===== src/rtl/nn_pkg.sv =====
// rtl/nn_pkg.sv - shared types and constants for the training-sequence controller
// Holds the controller state encoding, the default count width and the
// all-ones error value used to seed the best-error tracker.
package nn_pkg;

  localparam int BITS = 16;

  localparam logic [BITS-1:0] ERR_MAX = '1;

  typedef enum logic [3:0] {
    IDLE,
    T_LOAD,
    T_RUN,
    V_LOAD,
    V_RUN,
    EVAL,
    STORE,
    NEXT,
    DONE
  } state_t;

endpackage


===== src/rtl/nn_control.sv =====
// rtl/nn_control.sv - training-sequence controller for the neural-network core
// Sequences epochs of training and validation samples through Pattern and
// Architecture, counts validation errors per epoch, and pulses SW whenever an
// epoch beats the best error so far.
// Ports:
//   clk, rst               clock, asynchronous active-high reset
//   start                  begin a run (honoured in IDLE and DONE only)
//   TRAIN, VALID, EPOCH    per-run counts from Pattern, latched on start
//   ack, err               Architecture handshake; err qualified by go & ack
//   TR, VL, SW             fetch-train / fetch-valid / store-weights strobes
//   go, learn              sample valid to Architecture; 1 = training sample
//   epoch, best_err        current epoch index, lowest error count so far
//   busy, done, cfg_err    run status; cfg_err = aborted on a zero count
module nn_control
  import nn_pkg::*;
#(
  parameter int BITS = nn_pkg::BITS
) (
  input  logic            clk,
  input  logic            rst,
  input  logic            start,
  input  logic [BITS-1:0] TRAIN,
  input  logic [BITS-1:0] VALID,
  input  logic [BITS-1:0] EPOCH,
  input  logic            ack,
  input  logic            err,
  output logic            TR,
  output logic            VL,
  output logic            SW,
  output logic            go,
  output logic            learn,
  output logic [BITS-1:0] epoch,
  output logic [BITS-1:0] best_err,
  output logic            busy,
  output logic            done,
  output logic            cfg_err
);

  localparam logic [BITS-1:0] ALL_ONES = '1;
  localparam logic [BITS-1:0] ONE      = {{(BITS-1){1'b0}}, 1'b1};

  state_t          state, state_nxt;
  logic [BITS-1:0] train_n, valid_n, epochs_n;
  logic [BITS-1:0] cnt, err_cnt;
  logic            cfg_zero, cnt_hit, last_epoch;

  // Zero check uses the live inputs because they are latched on the same edge.
  assign cfg_zero   = (TRAIN == '0) || (VALID == '0) || (EPOCH == '0);
  // One shared sample counter; the limit depends on which phase is running.
  assign cnt_hit    = (cnt + ONE) == ((state == T_RUN) ? train_n : valid_n);
  assign last_epoch = (epoch + ONE) == epochs_n;

  assign busy = (state != IDLE) && (state != DONE);
  assign done = (state == DONE);

  always_ff @(posedge clk or posedge rst) begin
    if (rst) state <= IDLE;
    else     state <= state_nxt;
  end

  always_comb begin
    state_nxt = state;
    TR        = 1'b0;
    VL        = 1'b0;
    SW        = 1'b0;
    go        = 1'b0;
    learn     = 1'b0;
    case (state)
      IDLE, DONE: if (start) state_nxt = cfg_zero ? DONE : T_LOAD;
      T_LOAD: begin
        TR        = 1'b1;
        state_nxt = T_RUN;
      end
      T_RUN: begin
        go    = 1'b1;
        learn = 1'b1;
        if (ack) state_nxt = cnt_hit ? V_LOAD : T_LOAD;
      end
      V_LOAD: begin
        VL        = 1'b1;
        state_nxt = V_RUN;
      end
      V_RUN: begin
        go = 1'b1;
        if (ack) state_nxt = cnt_hit ? EVAL : V_LOAD;
      end
      // Strict compare: ties keep the earlier epoch's weights.
      EVAL:    state_nxt = (err_cnt < best_err) ? STORE : NEXT;
      STORE: begin
        SW        = 1'b1;
        state_nxt = NEXT;
      end
      NEXT:    state_nxt = last_epoch ? DONE : T_LOAD;
      default: state_nxt = IDLE;
    endcase
  end

  always_ff @(posedge clk or posedge rst) begin
    if (rst) begin
      train_n  <= '0;
      valid_n  <= '0;
      epochs_n <= '0;
      cnt      <= '0;
      err_cnt  <= '0;
      epoch    <= '0;
      best_err <= ALL_ONES;
      cfg_err  <= 1'b0;
    end else begin
      case (state)
        IDLE, DONE: begin
          if (start) begin
            train_n  <= TRAIN;
            valid_n  <= VALID;
            epochs_n <= EPOCH;
            cfg_err  <= cfg_zero;
            if (!cfg_zero) begin
              epoch    <= '0;
              cnt      <= '0;
              err_cnt  <= '0;
              best_err <= ALL_ONES;
            end
          end
        end
        T_RUN: if (ack) cnt <= cnt_hit ? '0 : cnt + ONE;
        V_RUN: begin
          if (ack) begin
            cnt <= cnt + ONE;
            if (err && (err_cnt != ALL_ONES)) err_cnt <= err_cnt + ONE;
          end
        end
        STORE: best_err <= err_cnt;
        NEXT: begin
          err_cnt <= '0;
          cnt     <= '0;
          if (!last_epoch) epoch <= epoch + ONE;
        end
        default: ;
      endcase
    end
  end

endmodule


===== config.mk =====
export PLATFORM = sky130hd
export DESIGN_NAME = nn_control
export DESIGN_NICKNAME = d
export VERILOG_FILES = /design/src/rtl/nn_pkg.sv /design/src/rtl/nn_control.sv
export SDC_FILE = /design/constraint.sdc
export NUM_CORES = 1
export LEC_CHECK = 0
export BUFFER_PORTS_ARGS = -buffer_cell sky130_fd_sc_hd__clkbuf_2
export CORE_MARGIN = 5
export CORE_UTILIZATION = 58
export CTS_CLUSTER_DIAMETER = 150
export CTS_CLUSTER_SIZE = 28
export DETAILED_ROUTE_END_ITERATION = 6
export MAX_ROUTING_LAYER = met4
export PLACE_DENSITY_LB_ADDON = 0.05
export SYNTH_ARGS = -nofsm -noshare
export SYNTH_HDL_FRONTEND = slang
export SYNTH_SLANG_ARGS = --single-unit
export TNS_END_PERCENT = 30

===== constraint.sdc =====
create_clock -name clk -period 4.1 [get_ports clk]
set_input_delay 0.41 -clock clk [delete_from_list [all_inputs] [get_ports clk]]
set_output_delay 0.41 -clock clk [all_outputs]
set_load 0.005 [all_outputs]

==> impl_metrics.py <==
metrics = {
    "clock_tree": {
        "clockRootBuffer": "clkbuf_16",
        "cts_setup_buffers": 0,
        "cts_resized": 0,
        "clock_latency_ns": 0.42,
        "clkTransAtPathRegs_ns": 0.06,
        "htreeDepth": 4,
        "cts_tree": "yes",
        "clk_path_buf_depth": 2,
        "cts_hold_buffers": 0,
        "cts_made_buffers": 17,
        "clock-sinks": 117,
    },
    "detailed_routing": {
        "drcViolationCount": 0,
        "drt-wirelength-per-cell_um": 17.9,
        "vias": 6048,
        "wirelength_um": 18000,
        "routed_via_density": 6.00,
        "ant_nets": 0,
        "drtIter0Drc": 543,
        "drtPass1Iterations": 6,
    },
    "layout": {
        "fin_nets": 923,
        "diodes": 0,
        "final_common_cell": "nand2_1",
        "area_growth_pct": 17.7,
        "layout.cells.non_filler": 1008,
        "drive_above_1_share": 0.191,
        "final_util": 0.700,
        "final_cell_area_um2": 8070,
        "final_cell_mix": "183 x nand2_1, 101 x dfrtp_1, 92 x clkbuf_2",
    },
    "pwr": {
        "p_total_mw": 5.41,
        "p_per_area_nw_per_um2": 671,
        "power_leakage_nw": 3.90,
        "peakVddDrop_mv": 0.382,
    },
    "critical_path": {
        "cp-end-kind": "flop",
        "worstPathRequired_ns": 4.40,
        "arrival_ns": 3.48,
        "cp_slowest_cell": "dfrtp_1",
        "crit_top_cell": "xnor2_1",
        "cp_max_fo": 16,
        "crit_type": "reg2reg",
        "start_kind": "flop",
        "path_cells": "nor4b_4 -> buf_4 -> mux2i_1 -> xnor2_1 -> xnor2_1 -> nor4_2 -> nand4_2 -> a31o_1 -> a22o_1",
        "slowest_delay_ns": 0.51,
    },
    "timing": {
        "max_slew.worst_pin.slew_ns": 0.929,
        "fin_crit_sh": 0.776,
        "setup_viol": 0,
        "finalHoldViolations": 0,
        "period_minus_slack_ns": 3.18,
        "whs_ns": 0.138,
        "fin_skew_ns": 0.00775,
        "rsz0062_at_grt": "no",
        "max_freq_mhz": 315,
        "fin_ws_ns": 0.920,
        "setup_tns_ns": 0,
        "drv_slew": 0,
        "slew_headroom": 0.378,
    },
    "logic_synthesis": {
        "synth_nets": 839,
        "synth-seq-area-share": 0.430,
        "avgSynthCellArea_um2": 8.92,
        "synth_edf_count": 0,
        "synth_cell_types": 68,
        "yosysWarnings": 0,
        "syn_area_um2": 6850,
        "ys_ff_latch": 117,
        "async_reset_ff_frac": 1.00,
        "syn-instance-count": 768,
        "synthFlopType": "dfrtp_1",
    },
    "floorplanning": {
        "rows": 39,
        "dieWidth_um": 119,
        "core_um2": 11500,
        "top_level_ports": 93,
        "die_height_um": 119,
        "start_util": 0.595,
        "die_area_um2": 14100,
    },
    "global_route": {
        "grt-ovfl-total": 0,
        "antenna_found_initial": 0,
        "grt_pass1_wl_um": 29800,
        "grt_max_degree": 67,
        "grt_use_total": 0.272,
        "grt_pass1_vias": 6024,
    },
    "min_path": {
        "hold_class": "in2async",
    },
    "placed_design": {
        "globalplace.congestion": 0.981,
        "post-place-ws_ns": 0.957,
        "hpwl_um": 13000,
        "placed_cell_area_um2": 7400,
        "portBuffers": 92,
        "dp_cells": 976,
    },
    "outcome": {
        "status": "completed",
    },
    "run": {
        "drv_cap": 0,
    },
}
==> worst paths after layout <==
path	slack (ns)	endpoint	start	cells after the start
worst max register to register	0.92	cnt[10]	state[2]	9
worst min register to register	0.48	valid_n[7]	valid_n[7]	2
worst max-delay path	0.92	cnt[10]	state[2]	9
max in group asynchronous	3.00	best_err[15]	rst	3
worst min-delay path	0.14	epoch[9]	rst	2
min in group clk	0.20	train_n[3]	TRAIN[3]	3
==> registers in the layout (all words and copies together), names as in the netlist <==
register  cells
best_err     16
cnt          16
epoch        16
epochs_n     16
err_cnt      16
train_n      16
valid_n      16
state         4
cfg_err       1
==> kinds of logic after synthesis <==
kind of cell,synth area share
compound gates,0.134
xor+xnor,0.0787
fa+ha+maj,0.0329
buf+inv,0.0407
flops,0.430
mux,0.0323
simple gates,0.251
==> where the power goes <==
part	internal [mW]	leakage [nW]	switching [mW]	total, mW
sequential	1.53	1.50	0.301	1.83
clock	1.17	0.321	0.517	1.69
combinational	0.783	2.08	1.11	1.90
total	3.48	3.90	1.93	5.41
==> routing by layer <==
metal | up-vias | global-route usage | wire length [um] | share of wire
li1 | 2882 | - | - | -
met1 | 2915 | 0.334 | 7440 | 0.41
met2 | 214 | 0.441 | 9170 | 0.51
met3 | 37 | 0.0511 | 982 | 0.054
met4 | 0 | 0.114 | 434 | 0.024
met5 | - | - | 0 | 0
==> cells in the mapped netlist (4+ instances only) <==
library cell | instances | area (um^2)
clkbuf_1 | 21 | 78.8
or3_1 | 5 | 31.3
nor2_1 | 39 | 146
o22a_1 | 11 | 96.3
buf_2 | 9 | 45.0
xor2_1 | 22 | 193
a22oi_1 | 6 | 45.0
and3_1 | 7 | 43.8
ha_1 | 18 | 225
dfrtp_1 | 101 | 2530
nand4_1 | 21 | 131
a22o_1 | 9 | 78.8
and4_1 | 5 | 43.8
a21oi_1 | 25 | 125
xnor2_1 | 37 | 324
a31oi_1 | 6 | 37.5
nand2_1 | 183 | 687
o21ai_0 | 22 | 110
a31o_1 | 6 | 52.6
o311ai_0 | 7 | 61.3
mux2i_1 | 21 | 210
nand3_1 | 26 | 130
and2_1 | 7 | 43.8
inv_1 | 32 | 120
nor4_1 | 13 | 81.3
nand2b_1 | 6 | 37.5
dfstp_2 | 16 | 420
o31ai_1 | 14 | 105
nor3_1 | 14 | 70.1
o22ai_1 | 4 | 25.0
==> critical path: cells and delay by family (launching register included) <==
kind,cells,cell delay [ns]
simple gates,3,1.07
flops,1,0.51
compound gates,2,0.49
buf+inv,1,0.34
mux,1,0.33
xor+xnor,2,0.32
==> area by class of cell <==
type	instances	area (um^2)
fill	919	3450
clock buffer	23	468
timing repair buffer	99	513
inverter	33	126
sequential	117	2950
tap	143	179
clock inverter	9	198
multi-input combinational	584	3630
No activity file was read; power rests on OpenSTA's default activity.
